File: src/rtl/sigma_mem_pkg.sv
// Shared constants, state encoding and helpers for the CPU/IOP memory port arbiter.
package sigma_mem_pkg;

  localparam int ADDR_W = 17;
  localparam int DATA_W = 32;
  localparam int WAIT_W = 4;

  localparam logic OWNER_CPU = 1'b0;
  localparam logic OWNER_IOP = 1'b1;

  typedef enum logic [1:0] {
    ST_IDLE   = 2'd0,
    ST_ACCESS = 2'd1,
    ST_RESP   = 2'd2
  } arb_state_t;

  function automatic logic [WAIT_W-1:0] wait_inc_sat(input logic [WAIT_W-1:0] cnt);
    return (cnt == '1) ? cnt : cnt + 1'b1;
  endfunction

endpackage

File: src/rtl/mem_arb_select.sv
// Combinational winner selection between CPU and IOP requests.
// A tie goes to the IOP when it is starved, otherwise to the pointer-favoured side.
module mem_arb_select
  import sigma_mem_pkg::*;
#(
  parameter int IOP_MAX_WAIT = 4
) (
  input  logic              i_cpu_req,
  input  logic              i_iop_req,
  input  logic              i_ptr,
  input  logic [WAIT_W-1:0] i_wait,
  output logic              o_winner
);

  logic w_starved;

  assign w_starved = (i_wait == WAIT_W'(IOP_MAX_WAIT));

  always_comb begin
    o_winner = OWNER_CPU;
    if (i_cpu_req && i_iop_req) begin
      o_winner = w_starved ? OWNER_IOP : i_ptr;
    end else if (i_iop_req) begin
      o_winner = OWNER_IOP;
    end
  end

endmodule

File: src/rtl/mem_port_arbiter.sv
// Two-requester (CPU/IOP) arbiter in front of a single-port memory, 3-cycle access.
// Define MEM_ARB_ROUND_ROBIN_EN for round-robin; default is CPU priority with IOP starvation guard.
//
// state     | meaning
// ----------+---------------------------------------------------------
// ST_IDLE   | no access in flight; sample requests and grant a winner
// ST_ACCESS | memory addressed by the winner; write strobe for writes
// ST_RESP   | ack pulse to the owner; requests ignored
module mem_port_arbiter
  import sigma_mem_pkg::*;
#(
  parameter int IOP_MAX_WAIT = 4
) (
  input  logic              clock,
  input  logic              reset_n,

  input  logic              cpu_req,
  input  logic              cpu_write,
  input  logic [15:31]      cpu_address,
  input  logic [0:31]       cpu_wdata,
  output logic              cpu_ack,
  output logic [0:31]       cpu_rdata,

  input  logic              iop_req,
  input  logic              iop_write,
  input  logic [15:31]      iop_address,
  input  logic [0:31]       iop_wdata,
  output logic              iop_ack,
  output logic [0:31]       iop_rdata,

  output logic [ADDR_W-1:0] mem_address,
  output logic              mem_write_en,
  output logic [DATA_W-1:0] mem_data_in,
  input  logic [DATA_W-1:0] mem_data_out,

  output logic              owner,
  output logic              busy
);

  arb_state_t        r_state;
  arb_state_t        w_state_nxt;

  logic              w_any_req;
  logic              w_grant;
  logic              w_winner;
  logic              w_ptr;
  logic [WAIT_W-1:0] w_wait;

  logic              w_busy;
  logic              w_cpu_ack;
  logic              w_iop_ack;

  logic              r_owner;
  logic              r_mem_write_en;
  logic [ADDR_W-1:0] r_mem_address;
  logic [DATA_W-1:0] r_mem_data_in;
  logic [DATA_W-1:0] r_cpu_rdata;
  logic [DATA_W-1:0] r_iop_rdata;

  assign w_any_req = cpu_req | iop_req;
  assign w_grant   = (r_state == ST_IDLE) && w_any_req;

`ifdef MEM_ARB_ROUND_ROBIN_EN
  logic r_ptr;

  assign w_ptr  = r_ptr;
  assign w_wait = '0;

  always_ff @(posedge clock or negedge reset_n) begin
    if (!reset_n) begin
      r_ptr <= OWNER_CPU;
    end else if (w_grant) begin
      r_ptr <= ~w_winner;
    end
  end
`else
  logic [WAIT_W-1:0] r_wait;

  assign w_ptr  = OWNER_CPU;
  assign w_wait = r_wait;

  // Counts CPU grants the IOP has lost while it was asking.
  always_ff @(posedge clock or negedge reset_n) begin
    if (!reset_n) begin
      r_wait <= '0;
    end else if (w_grant) begin
      if (w_winner == OWNER_IOP) begin
        r_wait <= '0;
      end else if (iop_req) begin
        r_wait <= wait_inc_sat(r_wait);
      end
    end
  end
`endif

  mem_arb_select #(
    .IOP_MAX_WAIT (IOP_MAX_WAIT)
  ) u_select (
    .i_cpu_req (cpu_req),
    .i_iop_req (iop_req),
    .i_ptr     (w_ptr),
    .i_wait    (w_wait),
    .o_winner  (w_winner)
  );

  always_ff @(posedge clock or negedge reset_n) begin
    if (!reset_n) begin
      r_state <= ST_IDLE;
    end else begin
      r_state <= w_state_nxt;
    end
  end

  always_comb begin
    w_state_nxt = r_state;
    w_busy      = 1'b0;
    w_cpu_ack   = 1'b0;
    w_iop_ack   = 1'b0;
    unique case (r_state)
      ST_IDLE: begin
        if (w_any_req) begin
          w_state_nxt = ST_ACCESS;
        end
      end
      ST_ACCESS: begin
        w_busy      = 1'b1;
        w_state_nxt = ST_RESP;
      end
      ST_RESP: begin
        w_busy      = 1'b1;
        w_cpu_ack   = (r_owner == OWNER_CPU);
        w_iop_ack   = (r_owner == OWNER_IOP);
        w_state_nxt = ST_IDLE;
      end
      default: begin
        w_state_nxt = ST_IDLE;
      end
    endcase
  end

  // The write strobe is a register so reset kills it without waiting for a clock edge.
  always_ff @(posedge clock or negedge reset_n) begin
    if (!reset_n) begin
      r_owner        <= OWNER_CPU;
      r_mem_write_en <= 1'b0;
      r_mem_address  <= '0;
      r_mem_data_in  <= '0;
    end else if (w_grant) begin
      r_owner <= w_winner;
      if (w_winner == OWNER_IOP) begin
        r_mem_write_en <= iop_write;
        r_mem_address  <= iop_address;
        r_mem_data_in  <= iop_wdata;
      end else begin
        r_mem_write_en <= cpu_write;
        r_mem_address  <= cpu_address;
        r_mem_data_in  <= cpu_wdata;
      end
    end else begin
      r_mem_write_en <= 1'b0;
    end
  end

  // In ACCESS the strobe register doubles as the read/write flag of the access.
  always_ff @(posedge clock or negedge reset_n) begin
    if (!reset_n) begin
      r_cpu_rdata <= '0;
      r_iop_rdata <= '0;
    end else if ((r_state == ST_ACCESS) && !r_mem_write_en) begin
      if (r_owner == OWNER_IOP) begin
        r_iop_rdata <= mem_data_out;
      end else begin
        r_cpu_rdata <= mem_data_out;
      end
    end
  end

  assign cpu_ack      = w_cpu_ack;
  assign iop_ack      = w_iop_ack;
  assign busy         = w_busy;
  assign owner        = r_owner;
  assign cpu_rdata    = r_cpu_rdata;
  assign iop_rdata    = r_iop_rdata;
  assign mem_address  = r_mem_address;
  assign mem_write_en = r_mem_write_en;
  assign mem_data_in  = r_mem_data_in;

endmodule

File: config.mk
export PLATFORM = sky130hd
export DESIGN_NAME = mem_port_arbiter
export DESIGN_NICKNAME = d
export VERILOG_FILES = /design/src/rtl/sigma_mem_pkg.sv /design/src/rtl/mem_arb_select.sv /design/src/rtl/mem_port_arbiter.sv
export SDC_FILE = /design/constraint.sdc
export NUM_CORES = 1
export LEC_CHECK = 0
export ABC_CLOCK_PERIOD_IN_PS = 2700
export CAP_MARGIN = 5
export CORE_ASPECT_RATIO = 0.6
export CORE_MARGIN = 3
export CORE_UTILIZATION = 44
export CTS_CLUSTER_DIAMETER = 60
export DETAILED_ROUTE_END_ITERATION = 8
export GPL_TIMING_DRIVEN = 1
export MAX_ROUTING_LAYER = met4
export PLACE_DENSITY = 0.86
export REMOVE_ABC_BUFFERS = 1
export SLEW_MARGIN = 40
export SYNTH_ARGS = -nofsm -noshare
export SYNTH_HDL_FRONTEND = slang
export SYNTH_HIERARCHICAL = 1
export SYNTH_SLANG_ARGS = --single-unit
File: constraint.sdc
create_clock -name clock -period 2.7 [get_ports clock]
set_input_delay 0.27 -clock clock [delete_from_list [all_inputs] [get_ports clock]]
set_output_delay 0.27 -clock clock [all_outputs]
set_load 0.03 [all_outputs]
==> results of run 1 <==
stage by stage:
| step | setup WS, ns | std cells | TNS, ns | power (mW) | util |
|---|---|---|---|---|---|
| floorplan | -0.562 | 374 | -26.77 | 6.40 | - |
| global placement | 0.672 | 789 | 0 | 8.81 | 0.712 |
| detailed placement | 0.547 | 789 | 0 | 8.99 | 0.712 |
| CTS | 0.515 | 822 | 0 | 11.3 | 0.765 |
| global route | 0.413 | 822 | 0 | 11.7 | 0.766 |
| finish | 0.544 | 822 | 0 | 11.1 | 0.766 |
logic make-up (layout without fill, tap and decap cells):
group | Yosys count | count (layout)
AO/OA/AOI/OAI | 57 | 57
multiplexers | 116 | 116
other | 1 | 1
flip-flops | 121 | 121
buffers and inverters | 27 | 297
AND/OR/NAND/NOR | 70 | 70
adder cells (fa/ha/maj) | 5 | 5
power by group through the flow:
stage | logic (mW) | registers, mW | clock network (mW)
finish | 5.67 | 3.27 | 2.21
global route | 5.99 | 3.40 | 2.35
detailed placement | 5.70 | 3.28 | 0
global placement | 5.59 | 3.21 | 0
floorplan | 1.45 | 4.96 | 0
CTS | 5.74 | 3.27 | 2.25
state kept, by name, indices dropped and copies added (netlist names):
| signal | flops |
|---|---|
| owner | 1 |
| iop_rdata | 32 |
| mem_address | 17 |
| cpu_rdata | 32 |
| mem_write_en | 1 |
| mem_data_in | 32 |
| r_wait | 4 |
| r_state | 2 |
cell type report:
class	instances	area [um2]
Fill cell	695	2580
Clock inverter	14	150
Inverter	4	15.0
Timing Repair Buffer	261	2630
Multi-Input combinational cell	249	1970
Sequential cell	121	3030
Tap cell	155	194
Clock buffer	18	429
placed cells by master, fill, tap and decap left out, types with 2 or more instances in the layout:
cell type and instances:
clkinv_4 2, o21ai_0 49, clkinv_2 3, nand2_1 53, dfrtp_1 121, nor2b_1 2, ha_1 5, mux2_1 2
and2_1 2, nor2_1 2, bufinv_16 2, clkdlybuf4s50_1 252, mux2_2 64, inv_1 4, mux2i_1 50, buf_4 4
clkinvlp_4 5, nand3_1 2, clkbuf_16 17, buf_12 3
critical path: cells and delay by family, from the launching register on:
kind          cells  cell delay (ns)
buf+inv           2             0.78
simple gates      1             0.13
fa+ha+maj         1             0.17
flops             1             0.40
timing repair:
item                                   in CTS  in global routing
setup buffers                               0                  0
hold buffers                                1                  0
setup endpoints to repair                   0                  0
endpoints found under the hold margin      59                  0
per-layer routing:
layer	track usage	vias to the layer above
met4	0.0829	0
li1	-	1905
met2	0.383	143
met5	-	-
met3	0.0779	18
met1	0.282	1938
how the worst max path moves through the flow:
| stage | slack (ns) | start | cells past startpoint | end |
|---|---|---|---|---|
| finish | 0.54 | r_state[0]$_DFFE_PN0P_ | 4 | cpu_ack |
| global route | 0.41 | r_state[0]$_DFFE_PN0P_ | 4 | cpu_ack |
| CTS | 0.51 | r_state[0]$_DFFE_PN0P_ | 4 | cpu_ack |
| detailed placement | 0.55 | cpu_req | 6 | mem_data_in[25]$_DFFE_PN0P_ |
| global placement | 0.67 | iop_req | 5 | mem_address[0]$_DFFE_PN0P_ |
| floorplan | -0.56 | r_wait[3]$_DFFE_PN0P_ | 4 | r_wait[0]$_DFFE_PN0P_ |
==> metrics.cfg, run 1 <==
[flow_run]
maxCapViolCount = 0

[placed_design]
io_buffers = 253
gp_congestion = 0.807
placed_area_um2 = 7820
place_hpwl_um = 10700

[detailed_routing]
wl_met2_um = 7380
vias = 4004
initialDrtViolationCount = 93
highest_layer = met4
ant_nets = 0
route.met3.wl_um = 972
wl_per_cell_um = 17.7
wl_um = 14600
drc = 0
drt-met1-wl_um = 5960
routed_via_density = 4.87
first_pass_iters = 4

[synthesis]
muxShareOfSynthArea = 0.241
seq_area_frac_synth = 0.588
synth_top_area_cell = dfrtp_1
synthAdderAreaFrac = 0.0121
syn-cell-area_um2 = 5150
yosysUniqueCellTypes = 34
synth-xor-area-share = 0
netlist_top_cells_count = dfrtp_1 (121), mux2_2 (64), nand2_1 (53)
async_reset_ff_frac = 1.00
yosys_warnings = 6
synth_flop_cell = dfrtp_1
synth_cells = 397
ys_top_cells_by_area = dfrtp_1 (59%), mux2_2 (14%), mux2i_1 (9.7%)
synth_most_common_cell = dfrtp_1
synth_top_family_by_area = multiplexers
synth_edf_count = 0
ys_ff_latch = 121
synth-simple-area-share = 0.0648
syn_avg_cell_area_um2 = 13.0
synth_top_area_frac = 0.588
synth_compound_area_frac = 0.0610

[critical_path]
worstPathCellList = inv_1, ha_1, nor2b_1, clkdlybuf4s50_1
worstSetupPathType = reg -> out
arrival_ns = 1.89
r2r_end = mem_data_in[9]$_DFFE_PN0P_
cp_max_fo = 3
setup.worst_path.end_class = primary output
cpPeakStageDelay_ns = 0.67
crit_slowest_cell = clkdlybuf4s50_1
r2r-start = r_wait[3]$_DFFE_PN0P_
startpoint_type = flop
worstPathRequired_ns = 2.43
ff2ff_path_depth = 5
r2r_slack_ns = 0.76

[timing]
rsz0062_at_grt = no
drv_slew = 0
relSlewSlack = 0.623
final-setup-viol-count = 0
hold-worst-slack_ns = 0.410
hold_viol_final = 0
max_freq_mhz = 464
period_minus_slack_ns = 2.16
skew_ns = 0.0104
worst_pin_slew_ns = 0.566
post-route-period-util = 0.798

[min_path]
hp-class = in -> async

[pwr]
power.leakage_nw = 3.56
p_per_area_nw_per_um2 = 1320
power.share.clock = 0.198
switching_share = 0.406
combinationalPowerShare = 0.509
p_seq_frac = 0.293
p_int_mw = 6.62
max-vdd-ir-drop_mv = 0.875
p_sw_mw = 4.53

[layout]
diodes = 0
nNetsFinal = 795
syn2layout_area_growth_pct = 63.4
stdcell_area_um2 = 8420
drive_gt1_frac = 0.165

[clock_network]
cts_resized = 0
cts_buffer_depth = 2
path_clk_slew_ns = 0.06
ctsRootBufferMaster = clkbuf_16
cts_sinks = 121
cts_tree = built
clk_latency_ns = 0.41
ctsHtreeMaxLevel = 4
numCtsBuffers = 17

[floorplanning]
dieWidth_um = 146
io_pins = 254
initial_utilization = 0.469
fp-row-count = 29
die_y_um = 89.8
core_area_um2 = 11000
die_area_um2 = 13100

[global_routing]
grt.total_usage = 0.237
grt_max_degree = 99
grt-ovfl-total = 0
grt_pass1_wl_um = 23900
antenna_found_initial = 0
grt_pass1_vias = 4456

[outcome]
status = complete, no violations

Power figures use the tool's default switching activity.
==> run 2, diff against run 1 <==
--- a/config.mk
+++ b/config.mk
@@ -5,16 +5,16 @@
 export SDC_FILE = /design/constraint.sdc
 export NUM_CORES = 1
 export LEC_CHECK = 0
-export ABC_CLOCK_PERIOD_IN_PS = 2700
+export ABC_CLOCK_PERIOD_IN_PS = 1860
 export CAP_MARGIN = 5
 export CORE_ASPECT_RATIO = 0.6
 export CORE_MARGIN = 3
-export CORE_UTILIZATION = 44
+export CORE_UTILIZATION = 37
 export CTS_CLUSTER_DIAMETER = 60
 export DETAILED_ROUTE_END_ITERATION = 8
 export GPL_TIMING_DRIVEN = 1
 export MAX_ROUTING_LAYER = met4
-export PLACE_DENSITY = 0.86
+export PLACE_DENSITY = 0.77
 export REMOVE_ABC_BUFFERS = 1
 export SLEW_MARGIN = 40
 export SYNTH_ARGS = -nofsm -noshare
==> constraint.sdc (replaced) <==
create_clock -name clock -period 1.86 [get_ports clock]
set_input_delay 0.186 -clock clock [delete_from_list [all_inputs] [get_ports clock]]
set_output_delay 0.186 -clock clock [all_outputs]
set_load 0.03 [all_outputs]
==> metrics.cfg, run 2 (synthesized netlist as in run 1, its figures left out) <==
[outcome]
status = complete, no violations

[clock_network]
path_clk_slew_ns = 0.06  ; about the same
cts_tree = built
numCtsBuffers = 17  ; unchanged
clk_latency_ns = 0.40  ; about the same
cts_sinks = 121  ; unchanged
ctsHtreeMaxLevel = 4  ; unchanged
ctsRootBufferMaster = clkbuf_16
cts_buffer_depth = 2  ; unchanged

[pwr]
p_total_mw = 16.4  ; +47%
max-vdd-ir-drop_mv = 1.02  ; +17%
power.leakage_nw = 3.74  ; +5.0%
p_per_area_nw_per_um2 = 1880  ; +42%

[critical_path]
worstPathRequired_ns = 1.67  ; -0.76 ns
startpoint_type = flop
setup.worst_path.end_class = primary output
ff2ff_path_depth = 6  ; +1
arrival_ns = 1.58  ; -0.31 ns
worstPathCellList = inv_1, ha_1, and2_1, dlygate4sd2_1
cpPeakStageDelay_ns = 0.40  ; -0.27 ns
cp_max_fo = 3  ; unchanged
critPathTopFamily = buffers and inverters
r2r_end = mem_address[12]$_DFFE_PN0P_
worst-path-buf-inv = 2  ; unchanged
r2r-start = r_wait[3]$_DFFE_PN0P_
worstSetupPathType = reg -> out
crit_slowest_cell = dfrtp_1
r2r_slack_ns = 0.11  ; -0.65 ns

[global_routing]
grt_pass1_vias = 4410  ; -1.0%
antenna_found_initial = 0  ; unchanged
grt_pass1_wl_um = 23200  ; -2.9%
grt.total_usage = 0.195  ; -0.0419
grt_max_degree = 78  ; -21%
grt-ovfl-total = 0  ; unchanged

[placed_design]
place_hpwl_um = 11100  ; +3.2%
gp_congestion = 0.785  ; -2.7%
post-place-cells = 817  ; +3.5%
io_buffers = 253  ; unchanged

[detailed_routing]
ant_nets = 0  ; unchanged
initialDrtViolationCount = 122  ; +31%
first_pass_iters = 4  ; unchanged
drc = 0  ; unchanged
wl_um = 14600  ; +0.62%
vias = 4053  ; +1.2%
wl_per_cell_um = 17.1  ; -3.7%
routed_via_density = 4.72  ; -3.1%

[layout]
fin_util = 0.658  ; -0.107
drive_gt1_frac = 0.196  ; +0.0310
nNetsFinal = 817  ; +2.8%
fillerInstances = 979  ; +41%
final_cells = 859  ; +4.5%
final_common_cell = clkdlybuf4s50_1
diodes = 0  ; unchanged
final-seq-area_um2 = 3030  ; unchanged
mostFrequentLayoutCells = clkdlybuf4s50_1 (248), dfrtp_1 (121), mux2_2 (64)
syn2layout_area_growth_pct = 68.8
multi_input_area_um2 = 1970  ; +0.32%

[timing]
post-route-period-util = 0.951
hold_viol_final = 0  ; unchanged
hold-worst-slack_ns = 0.283  ; -0.127 ns
period_minus_slack_ns = 1.77
max_freq_mhz = 565
skew_ns = 0.0124  ; +0.00203 ns
final-setup-viol-count = 0  ; unchanged
drv_slew = 0  ; unchanged

[floorplanning]
core_area_um2 = 13200  ; +20%
die_y_um = 97.4  ; +8.4%
fp-row-count = 32  ; +10%
initial_utilization = 0.390  ; -0.0787
io_pins = 254  ; unchanged
die_area_um2 = 15400  ; +18%
dieWidth_um = 158  ; +8.7%

[flow_run]
maxCapViolCount = 0  ; unchanged

[min_path]
hp-class = in -> async

==> run 2: per-layer routing <==
layer | GRT usage | up-vias | part of all wire
met5 | - | - | 0
met4 | 0.0430 | 0 | 0.0085
met3 | 0.0583 | 11 | 0.066
met2 | 0.324 | 134 | 0.51
met1 | 0.237 | 1953 | 0.42
li1 | - | 1955 | -
==> run 2: timing repair <==
item | 4_1_cts | 5_1_grt
hold buffers | 1 | 0
endpoints found under the hold margin | 30 | 0
buffers inserted | 0 | 8
endpoints found under the setup margin | 3 | 9
gates cloned | 0 | 1
gates resized for setup | 3 | 5
pin swaps | 0 | 2
==> run 2: final cells by class <==
cell class | count | area share
clock buffers | 18 | 0.0505
clock inverters | 14 | 0.0187
inverters | 4 | 0.00173
multi-input cells | 249 | 0.227
flip-flops and latches | 121 | 0.348
well taps | 170 | 0.0245
repair buffers | 283 | 0.329
==> run 2: worst max-delay path by stage <==
stage | from | to | slack [ns] | cells past startpoint
2_1_floorplan | r_wait[3]$_DFFE_PN0P_ | r_wait[0]$_DFFE_PN0P_ | -1.40 | 4
3_3_place_gp | cpu_req | mem_data_in[15]$_DFFE_PN0P_ | 0.04 | 7
3_5_place_dp | cpu_req | r_wait[0]$_DFFE_PN0P_ | -0.07 | 6
4_1_cts | owner$_DFFE_PN0P_ | owner | 0.03 | 1
5_1_grt | r_wait[3]$_DFFE_PN0P_ | mem_address[12]$_DFFE_PN0P_ | -0.001 | 6
6_report | r_state[0]$_DFFE_PN0P_ | iop_ack | 0.09 | 4
==> run 2: power breakdown <==
part	total [mW]	internal [mW]	switching [mW]	leakage, nW
Clock	3.30	2.04	1.25	0.294
Sequential	4.73	3.97	0.760	1.45
Combinational	8.35	3.77	4.58	1.99
Total	16.4	9.79	6.59	3.74
==> run 2: worst reg2reg max path: cells and delay by family, from the launching register on <==
family	cells	cell delay, ns
muxes	1	0.18
buffers and inverters	2	0.34
and+or+nand+nor	1	0.31
AOI/OAI and AO/OA	2	0.36
DFF	1	0.41
==> run 2: per-stage QoR <==
| step | area [um2] | worst slack (ns) | setup TNS [ns] |
|---|---|---|---|
| after floorplan | 5000 | -1.40 | -79.64 |
| after global placement | 7990 | 0.0368 | 0 |
| after detailed placement | 7990 | -0.0704 | -0.120 |
| after CTS | 8600 | 0.0268 | 0 |
| after global routing | 8700 | -0.00143 | -0.00143 |
| final | 8700 | 0.0916 | 0 |
